## config.mk

```make
export PLATFORM = sky130hd
export DESIGN_NAME = seg7_pattern_encoder
export DESIGN_NICKNAME = d
export VERILOG_FILES = /design/src/rtl/seg7_pkg.sv /design/src/rtl/seg7_pattern_lut.sv /design/src/rtl/seg7_pattern_encoder.sv
export SDC_FILE = /design/constraint.sdc
export NUM_CORES = 1
export LEC_CHECK = 0
export CORE_MARGIN = 5
export CORE_UTILIZATION = 40
export CTS_CLUSTER_DIAMETER = 30
export DETAILED_ROUTE_END_ITERATION = 10
export GPL_TIMING_DRIVEN = 0
export HOLD_SLACK_MARGIN = 0.08
export MAX_ROUTING_LAYER = met4
export PLACE_DENSITY = 0.61
export SETUP_SLACK_MARGIN = 0.1
export SYNTH_ARGS = -nofsm -noshare
export SYNTH_HDL_FRONTEND = slang
export SYNTH_SLANG_ARGS = --single-unit
```

## constraint.sdc

```tcl
create_clock -name clk -period 2.1 [get_ports clk]
set_input_delay 0.315 -clock clk [delete_from_list [all_inputs] [get_ports clk]]
set_output_delay 0.315 -clock clk [all_outputs]
set_load 0.005 [all_outputs]
```

## src/rtl/seg7_pkg.sv

```systemverilog
// ============================================================================
// Module  : seg7_pkg
// Purpose : Segment bit indices, digit patterns and FSM state type shared by
//           the seven-segment pattern encoder (SEG7_HEX_EXT_EN adds A..F).
// Rev     : 1.0  initial release
// ============================================================================
`timescale 1ns/1ps
`default_nettype none

package seg7_pkg;

  localparam int SEG_A = 0;
  localparam int SEG_B = 1;
  localparam int SEG_C = 2;
  localparam int SEG_D = 3;
  localparam int SEG_E = 4;
  localparam int SEG_F = 5;
  localparam int SEG_G = 6;

  localparam logic [6:0] M_A = 7'(1 << SEG_A);
  localparam logic [6:0] M_B = 7'(1 << SEG_B);
  localparam logic [6:0] M_C = 7'(1 << SEG_C);
  localparam logic [6:0] M_D = 7'(1 << SEG_D);
  localparam logic [6:0] M_E = 7'(1 << SEG_E);
  localparam logic [6:0] M_F = 7'(1 << SEG_F);
  localparam logic [6:0] M_G = 7'(1 << SEG_G);

  localparam logic [6:0] SEG7_BLANK = 7'h00;
  localparam logic [6:0] SEG7_0 = M_A | M_B | M_C | M_D | M_E | M_F;
  localparam logic [6:0] SEG7_1 = M_B | M_C;
  localparam logic [6:0] SEG7_2 = M_A | M_B | M_D | M_E | M_G;
  localparam logic [6:0] SEG7_3 = M_A | M_B | M_C | M_D | M_G;
  localparam logic [6:0] SEG7_4 = M_B | M_C | M_F | M_G;
  localparam logic [6:0] SEG7_5 = M_A | M_C | M_D | M_F | M_G;
  localparam logic [6:0] SEG7_6 = M_A | M_C | M_D | M_E | M_F | M_G;
  localparam logic [6:0] SEG7_7 = M_A | M_B | M_C;
  localparam logic [6:0] SEG7_8 = M_A | M_B | M_C | M_D | M_E | M_F | M_G;
  localparam logic [6:0] SEG7_9 = M_A | M_B | M_C | M_D | M_F | M_G;
  localparam logic [6:0] SEG7_A = M_A | M_B | M_C | M_E | M_F | M_G;
  localparam logic [6:0] SEG7_B = M_C | M_D | M_E | M_F | M_G;
  localparam logic [6:0] SEG7_C = M_A | M_D | M_E | M_F;
  localparam logic [6:0] SEG7_D = M_B | M_C | M_D | M_E | M_G;
  localparam logic [6:0] SEG7_E = M_A | M_D | M_E | M_F | M_G;
  localparam logic [6:0] SEG7_F = M_A | M_E | M_F | M_G;

  typedef logic [0:0] seg7_state_t;
  localparam seg7_state_t ST_IDLE = 1'b0;
  localparam seg7_state_t ST_HOLD = 1'b1;

endpackage

`default_nettype wire

```

## src/rtl/seg7_pattern_lut.sv

```systemverilog
// ============================================================================
// Module  : seg7_pattern_lut
// Purpose : Combinational segment pattern -> {code, err, blank} lookup;
//           SEG7_HEX_EXT_EN enables the A..F hex glyphs.
// Rev     : 1.0  initial release
// ============================================================================
`timescale 1ns/1ps
`default_nettype none

module seg7_pattern_lut
  import seg7_pkg::*;
(
  input  logic [6:0] pattern_i,
  output logic [3:0] code_o,
  output logic       err_o,
  output logic       blank_o
);

  always_comb begin
    code_o  = 4'h0;
    err_o   = 1'b0;
    blank_o = 1'b0;
    case (pattern_i)
      SEG7_BLANK: blank_o = 1'b1;
      SEG7_0:     code_o  = 4'h0;
      SEG7_1:     code_o  = 4'h1;
      SEG7_2:     code_o  = 4'h2;
      SEG7_3:     code_o  = 4'h3;
      SEG7_4:     code_o  = 4'h4;
      SEG7_5:     code_o  = 4'h5;
      SEG7_6:     code_o  = 4'h6;
      SEG7_7:     code_o  = 4'h7;
      SEG7_8:     code_o  = 4'h8;
      SEG7_9:     code_o  = 4'h9;
`ifdef SEG7_HEX_EXT_EN
      SEG7_A:     code_o  = 4'hA;
      SEG7_B:     code_o  = 4'hB;
      SEG7_C:     code_o  = 4'hC;
      SEG7_D:     code_o  = 4'hD;
      SEG7_E:     code_o  = 4'hE;
      SEG7_F:     code_o  = 4'hF;
`endif
      default:    err_o   = 1'b1;
    endcase
  end

endmodule

`default_nettype wire

```

## src/rtl/seg7_pattern_encoder.sv

```systemverilog
// ============================================================================
// Module  : seg7_pattern_encoder
// Purpose : Synchronises a 7-segment bus, qualifies stable patterns and hands
//           decoded codes out over valid/ready (SEG7_HEX_EXT_EN: hex A..F).
// Rev     : 1.0  initial release
// ============================================================================
`timescale 1ns/1ps
`default_nettype none

module seg7_pattern_encoder
  import seg7_pkg::*;
#(
  parameter int STABLE_CYCLES = 4,
  parameter int CNT_W         = $clog2(STABLE_CYCLES + 1)
) (
  input  logic       clk,
  input  logic       rst_n,
  input  logic [6:0] seg,
  output logic [3:0] code,
  output logic       err,
  output logic       blank,
  output logic       out_valid,
  input  logic       out_ready,
  output logic       overrun
);

  localparam logic [CNT_W-1:0] C_CNT_MAX = CNT_W'(STABLE_CYCLES);

  logic [6:0]       seg_meta_q, seg_s_q;
  logic [CNT_W-1:0] cnt_q, cnt_d;
  logic [6:0]       last_q;
  logic             last_vld_q;
  seg7_state_t      state_q, state_d;
  logic [3:0]       code_q;
  logic             err_q, blank_q;
  logic             overrun_q, overrun_d;
  logic             qualified, is_new, emit;
  logic [3:0]       lut_code;
  logic             lut_err, lut_blank;

  seg7_pattern_lut u_lut (
    .pattern_i (seg_s_q),
    .code_o    (lut_code),
    .err_o     (lut_err),
    .blank_o   (lut_blank)
  );

  // Compare the value seg_s is about to take with its current one, so the
  // counter restarts on the same edge the new pattern lands in seg_s.
  always_comb begin
    cnt_d = cnt_q;
    if (seg_meta_q != seg_s_q) begin
      cnt_d = '0;
    end else if (cnt_q != C_CNT_MAX) begin
      cnt_d = cnt_q + CNT_W'(1);
    end
  end

  assign qualified = (cnt_q == C_CNT_MAX);
  assign is_new    = !last_vld_q || (seg_s_q != last_q);

  always_comb begin
    state_d   = state_q;
    overrun_d = overrun_q;
    emit      = 1'b0;
    case (state_q)
      ST_IDLE: begin
        if (qualified && is_new) begin
          emit    = 1'b1;
          state_d = ST_HOLD;
        end
      end
      ST_HOLD: begin
        if (out_ready) begin
          state_d = ST_IDLE;
        end else if (qualified && is_new) begin
          overrun_d = 1'b1;
        end
      end
      default: state_d = ST_IDLE;
    endcase
  end

  always_ff @(posedge clk or negedge rst_n) begin
    if (!rst_n) begin
      seg_meta_q <= '0;
      seg_s_q    <= '0;
      cnt_q      <= '0;
      last_q     <= '0;
      last_vld_q <= 1'b0;
      state_q    <= ST_IDLE;
      code_q     <= '0;
      err_q      <= 1'b0;
      blank_q    <= 1'b0;
      overrun_q  <= 1'b0;
    end else begin
      seg_meta_q <= seg;
      seg_s_q    <= seg_meta_q;
      cnt_q      <= cnt_d;
      state_q    <= state_d;
      overrun_q  <= overrun_d;
      if (emit) begin
        code_q     <= lut_code;
        err_q      <= lut_err;
        blank_q    <= lut_blank;
        last_q     <= seg_s_q;
        last_vld_q <= 1'b1;
      end
    end
  end

  assign code      = code_q;
  assign err       = err_q;
  assign blank     = blank_q;
  assign out_valid = (state_q == ST_HOLD);
  assign overrun   = overrun_q;

endmodule

`default_nettype wire

```

Word-level counts from Yosys, hierarchy flattened. Index checks and enable logic that the tools add are counted.

Register bits after elaboration: 33. Bits of input ports: 10. Logic and storage cells: 43.

Add/sub/neg operators: 1. Equal/unequal tests: 14. Mux-type cells: 9. Bitwise gates (word level): 2. Reduce and logical (&&, ||, !) cells: 7.

Operators with widths (count): $eq 7x7->1 const B (7); $pmux 4 s9 (1); $eq 7x3->1 const B (2); $ne 7x7->1 (2); $reduce_or 11->1 (1); $eq 7x6->1 const B (1); $logic_not 7->1 (1); $mux 3 (2); $mux 1 (5); $add 3x1->3 const B (1); $eq 3x3->1 const B (1); $ne 3x3->1 const B (1); $reduce_and 3->1 (1); $not 1->1 (2); $pmux 1 s2 (1); $reduce_bool 2->1 (1); $logic_and 1x1->1 (1); $logic_not 1->1 (1); $logic_or 1x1->1 (1).

Longest topological paths before layout. Gate-level depths: netlist of run 1.

Depth after elaboration: 5. Depth in mapped cells: 7.

Cells and area by module. Synthesis of run 1 repeated with hierarchy kept, for this count alone.

Cells, all modules: 123. Area total of the unflattened synthesis: 1519.0 µm².

Modules (own cells, without submodules): seg7_pattern_encoder (times used 1, cells each 88, area an instance 1302.5 µm², seq. area each 825.8 µm²); seg7_pattern_lut (times used 1, cells each 35, area an instance 216.5 µm², seq. area each 0.0 µm²).

Worst setup path before layout of run 1. OpenSTA, ideal clock, no wires.

Path type: register -> register. Start point: reg cnt_q[0]. End point: reg code_q[0], in the netlist code[0]. Library setup time: 0.125 ns. Arrival: 1.548 ns. Slack: 0.427 ns. Stages on the path, launching flop included: 8. Path buffers: 1. Period minus slack after synthesis: 1.673 ns. Cells stage by stage: dfrtp_1 > inv_1 > ha_1 > nand2_1 > nor2_1 > o31a_1 > buf_6 > mux2_4.

Longest elaborated chain between the ends: 4.

RTL lines: start: declaration (RTL line seg7_pattern_encoder.sv:30) `logic [CNT_W-1:0] cnt_q, cnt_d;`; start signal: assignment (RTL line seg7_pattern_encoder.sv:99) `cnt_q <= cnt_d;`; $eq 3x3->1 (RTL line seg7_pattern_encoder.sv:59) `assign qualified = (cnt_q == C_CNT_MAX);`; $logic_and 1x1->1 (RTL line seg7_pattern_encoder.sv:68) `if (qualified && is_new) begin`; $mux 1 (RTL line seg7_pattern_encoder.sv:68); $mux 1 (RTL line seg7_pattern_encoder.sv:66) `case (state_q)`; end signal: assignment (RTL line seg7_pattern_encoder.sv:103) `code_q <= lut_code;`; end: declaration (RTL line seg7_pattern_encoder.sv:34) `logic [3:0] code_q;`.

Every way passes these cells. A chain may end at the register's enable or synchronous reset.

Final worst setup path of run 1. Same ends and word-level chain as after synthesis.

==> results_dict.tcl, run 1 <==
set metrics [dict create \
    status "finished clean" \
    largest_fanout_on_the_critical_path 6 \
    placement.io_buffers 17 \
    cts_tree "yes" \
    ratio_of_total_power_to_cell_area_mw_per_mm2 653 \
    final_cell_mix "33 x sky130_fd_sc_hd__dfrtp_1, 16 x sky130_fd_sc_hd__clkdlybuf4s50_1, 11 x sky130_fd_sc_hd__xnor2_1" \
    synth.ff_latch_count 33 \
    total_wirelength_um 2590 \
    grt_max_degree 34 \
    end_kind "flip-flop" \
    postRouteAntennaNets 0 \
    layout_setup_ws_ns 0.260 \
    die_width_um 71.8 \
    cts_htree_levels 2 \
    place_area_mm2 0.00175 \
    reg2reg_slack_ns 0.26 \
    vdd.ir_drop.worst_v 0.000492 \
    postCtsHoldBufs 0 \
    worstPathCellList "inv_1, ha_1, nand2_1, nor2_1, o31a_1, buf_6, mux2_4" \
    cp_data_required_time_ns 2.26 \
    final_number_of_hold_violating_endpoints 0 \
    worst_r2r_path_depth 7 \
    syn_area_mm2 0.00153 \
    place_hpwl_um 1950 \
    startpoint_type "flip-flop" \
    worstReg2RegEnd "code[0]" \
    portion_of_the_post_synthesis_area_used_by_sequential_elements 0.541 \
    cts-root-buf "sky130_fd_sc_hd__clkbuf_8" \
    report.final.slew_viol_count 0 \
    netlist_top_cells_area "sky130_fd_sc_hd__dfrtp_1 54%, sky130_fd_sc_hd__xnor2_1 6.3%, sky130_fd_sc_hd__mux2_2 5.2%, sky130_fd_sc_hd__mux2_4 2.9%, sky130_fd_sc_hd__xor2_1 2.9%" \
    avgSynthCellArea_um2 12.0 \
    hold_path_class "in -> async" \
    worst_case_clock_skew_ns 0.00370 \
    crit_slowest_cell "sky130_fd_sc_hd__dfrtp_1" \
    ys_warn_count 0 \
    tritoncts_num_sinks 33 \
    cts.repair.resized 0 \
    synth.largest_area_cell "sky130_fd_sc_hd__dfrtp_1" \
    grt_setup_unrepaired "no" \
    layout-drive-gt1-share 0.191 \
    detail_route.drc_violations 0 \
    detail_route.wl_per_cell_um 12.9 \
    grt_usage 0.118 \
    cp_buf_inv_count 2 \
    antennaDiodeCount 0 \
    report.final.setup_viol 0 \
    start_util 0.414 \
    postCtsSetupRepairBufs 0 \
    cts_buffer_depth 2 \
    regToRegStartpoint "cnt_q[0]" \
    max_freq_mhz 544 \
    worst_path_max_stage_delay_ns 0.41 \
    n_fill_cell 349 \
    tritoncts.num_buffers 5 \
    post_synth_inst_count 127 \
    grt_antenna_before_repair 0 \
    placeable_core_region_mm2 0.00369 \
    fp.dieH_um 71.8 \
    synth_largest_type_area_fraction 0.541 \
    first_drt_pass_iteration_count 4 \
    vias 993 \
    placed_instances 192 \
    max_cap_viol_count 0 \
    drtIter0Drc 24 \
    clk_latency_ns 0.28 \
    vias_in_the_first_global_route 984 \
    finalCritPeriodShare 0.876 \
    leakage_nw 0.774 \
    layout_commonest_cell "sky130_fd_sc_hd__dfrtp_1" \
    path_class "reg -> reg" \
    utilization 0.499 \
    post-place-ws_ns 0.261 \
    layout.cell_area.non_filler_mm2 0.00184 \
    gate_family_responsible_for_the_most_delay_along_the_worst_path "simple AND/OR/NAND/NOR gates" \
    grt_overflow 0 \
    final_net_count 163 \
    path_clk_slew_ns 0.07 \
    period_needed_ns 1.84 \
    area.growth.synth_to_final_pct 20.4 \
    placementRows 22 \
    final_cell_count_no_fill 200 \
    setup_total_negative_slack_ns 0 \
    relSlewSlack 0.529 \
    max_slew.worst_pin.slew_ns 0.706 \
    worst-endpoint-arrival_ns 2.00 \
    route.detailed.vias_per_inst 4.97 \
    fp.dieArea_mm2 0.00516 \
    synthDistinctLibCells 37 \
    grt_first_pass_wirelength_um 4560 \
    io_pins 18 \
    synth_fp_nets 139 \
    place_congestion 0.751 \
]
==> cells in the mapped netlist <==
cell type and number:
sky130_fd_sc_hd__a211oi_1 1, sky130_fd_sc_hd__a21oi_1 2, sky130_fd_sc_hd__and3_1 1, sky130_fd_sc_hd__and3b_1 1, sky130_fd_sc_hd__and4bb_2 1, sky130_fd_sc_hd__buf_1 1, sky130_fd_sc_hd__buf_2 3, sky130_fd_sc_hd__buf_4 1
sky130_fd_sc_hd__buf_6 2, sky130_fd_sc_hd__clkbuf_1 1, sky130_fd_sc_hd__dfrtp_1 33, sky130_fd_sc_hd__ha_1 2, sky130_fd_sc_hd__inv_1 8, sky130_fd_sc_hd__mux2_2 7, sky130_fd_sc_hd__mux2_4 3, sky130_fd_sc_hd__mux2i_1 2
sky130_fd_sc_hd__nand2_1 8, sky130_fd_sc_hd__nand3_1 5, sky130_fd_sc_hd__nand4_1 2, sky130_fd_sc_hd__nand4_2 1, sky130_fd_sc_hd__nor2_1 5, sky130_fd_sc_hd__nor2b_1 1, sky130_fd_sc_hd__nor3_1 3, sky130_fd_sc_hd__nor3b_1 1
sky130_fd_sc_hd__nor4_1 2, sky130_fd_sc_hd__nor4b_1 2, sky130_fd_sc_hd__o2111ai_1 1, sky130_fd_sc_hd__o21ai_0 2, sky130_fd_sc_hd__o2bb2a_1 1, sky130_fd_sc_hd__o31a_1 2, sky130_fd_sc_hd__o31ai_1 1, sky130_fd_sc_hd__o31ai_4 1
sky130_fd_sc_hd__o32ai_1 2, sky130_fd_sc_hd__o41ai_1 1, sky130_fd_sc_hd__or2_2 1, sky130_fd_sc_hd__xnor2_1 11, sky130_fd_sc_hd__xor2_1 5
==> power by group <==
| part | switching [mW] | leakage (nW) | internal [mW] |
|---|---|---|---|
| logic | 0.0490 | 0.307 | 0.0401 |
| clock network | 0.225 | 0.0439 | 0.228 |
| registers | 0.00894 | 0.423 | 0.650 |
| total | 0.283 | 0.774 | 0.918 |
==> per-layer routing <==
metal  share of wire  vias up  track usage
met1            0.43      481        0.131
li1                -      484            -
met3           0.052        4       0.0351
met2            0.50       24        0.197
met4           0.014        0       0.0501
met5               0        -            -
==> layout make-up <==
type                       instances  area [um^2]  area share
buffer                             8         52.6      0.0286
clock buffer                       5         68.8      0.0374
clock inverter                     3         17.5     0.00952
inverter                           8         30.0      0.0163
multi-input combinational         78          619       0.337
sequential                        33          826       0.449
tap                               48         60.1      0.0327
timing repair buffer              17          165      0.0898
==> cell families (layout without fill, tap and decap cells) <==
| group | after synthesis | count (layout) | synth area share |
|---|---|---|---|
| mux | 12 | 12 | 0.0942 |
| buf+inv | 16 | 41 | 0.0540 |
| xor+xnor | 16 | 16 | 0.0917 |
| flops | 33 | 33 | 0.541 |
| simple gates | 34 | 34 | 0.125 |
| fa+ha+maj | 2 | 2 | 0.0164 |
| compound gates | 14 | 14 | 0.0778 |
==> stage by stage <==
step	hold slack, ns	power, mW
detailed placement	0.388	0.761
floorplan	0.0194	0.721
CTS	0.113	1.22
global placement	0.379	0.759
finish	0.0841	1.20
global route	0.149	1.26
==> state kept, by name (all words and copies together) (netlist names) <==
signal      count
last_q          7
overrun         1
out_valid       1
blank           1
cnt_q           3
err             1
code            4
seg_meta_q      7
seg_s_q         7
last_vld_q      1
==> worst max path at each step <==
stage                     startpoint       end  slack, ns  cells past startpoint
after floorplan             cnt_q[0]   code[0]       0.43                      7
after global placement         rst_n  cnt_q[2]       0.12                      1
after detailed placement    cnt_q[0]   code[0]       0.26                      7
after CTS                   cnt_q[0]   code[0]       0.26                      7
after global routing      seg_s_q[0]  cnt_q[2]       0.11                      5
final                       cnt_q[0]   code[0]       0.26                      7
(Power assumes the default switching activity.)
==> run 2, diff against run 1 <==
--- a/config.mk
+++ b/config.mk
@@ -5,6 +5,7 @@
 export SDC_FILE = /design/constraint.sdc
 export NUM_CORES = 1
 export LEC_CHECK = 0
+export CAP_MARGIN = 20
 export CORE_MARGIN = 5
 export CORE_UTILIZATION = 40
 export CTS_CLUSTER_DIAMETER = 30
@@ -14,6 +15,7 @@
 export MAX_ROUTING_LAYER = met4
 export PLACE_DENSITY = 0.61
 export SETUP_SLACK_MARGIN = 0.1
+export SLEW_MARGIN = 20
 export SYNTH_ARGS = -nofsm -noshare
 export SYNTH_HDL_FRONTEND = slang
 export SYNTH_SLANG_ARGS = --single-unit
==> results of run 2 <==
Same layout as run 1: the final DEF is identical, and so are final timing and power.
==> run 3, diff against run 2 <==
==> constraint.sdc (replaced) <==
create_clock -name clk -period 2.3 [get_ports clk]
set_input_delay 0.345 -clock clk [delete_from_list [all_inputs] [get_ports clk]]
set_output_delay 0.345 -clock clk [all_outputs]
set_load 0.005 [all_outputs]
==> results of run 3 <==
Same layout as run 1 (identical final DEF). Status: finished clean.
Main changes from that run: setup slack after placement 0.261 ns -> 0.461 ns; setup slack after layout 0.260 ns -> 0.460 ns; hold slack 0.0841 ns -> 0.114 ns; register-to-register setup slack 0.26 ns -> 0.46 ns; total power 1.20 mW -> 1.10 mW; worst IR drop on VDD 0.000492 V -> 0.000450 V
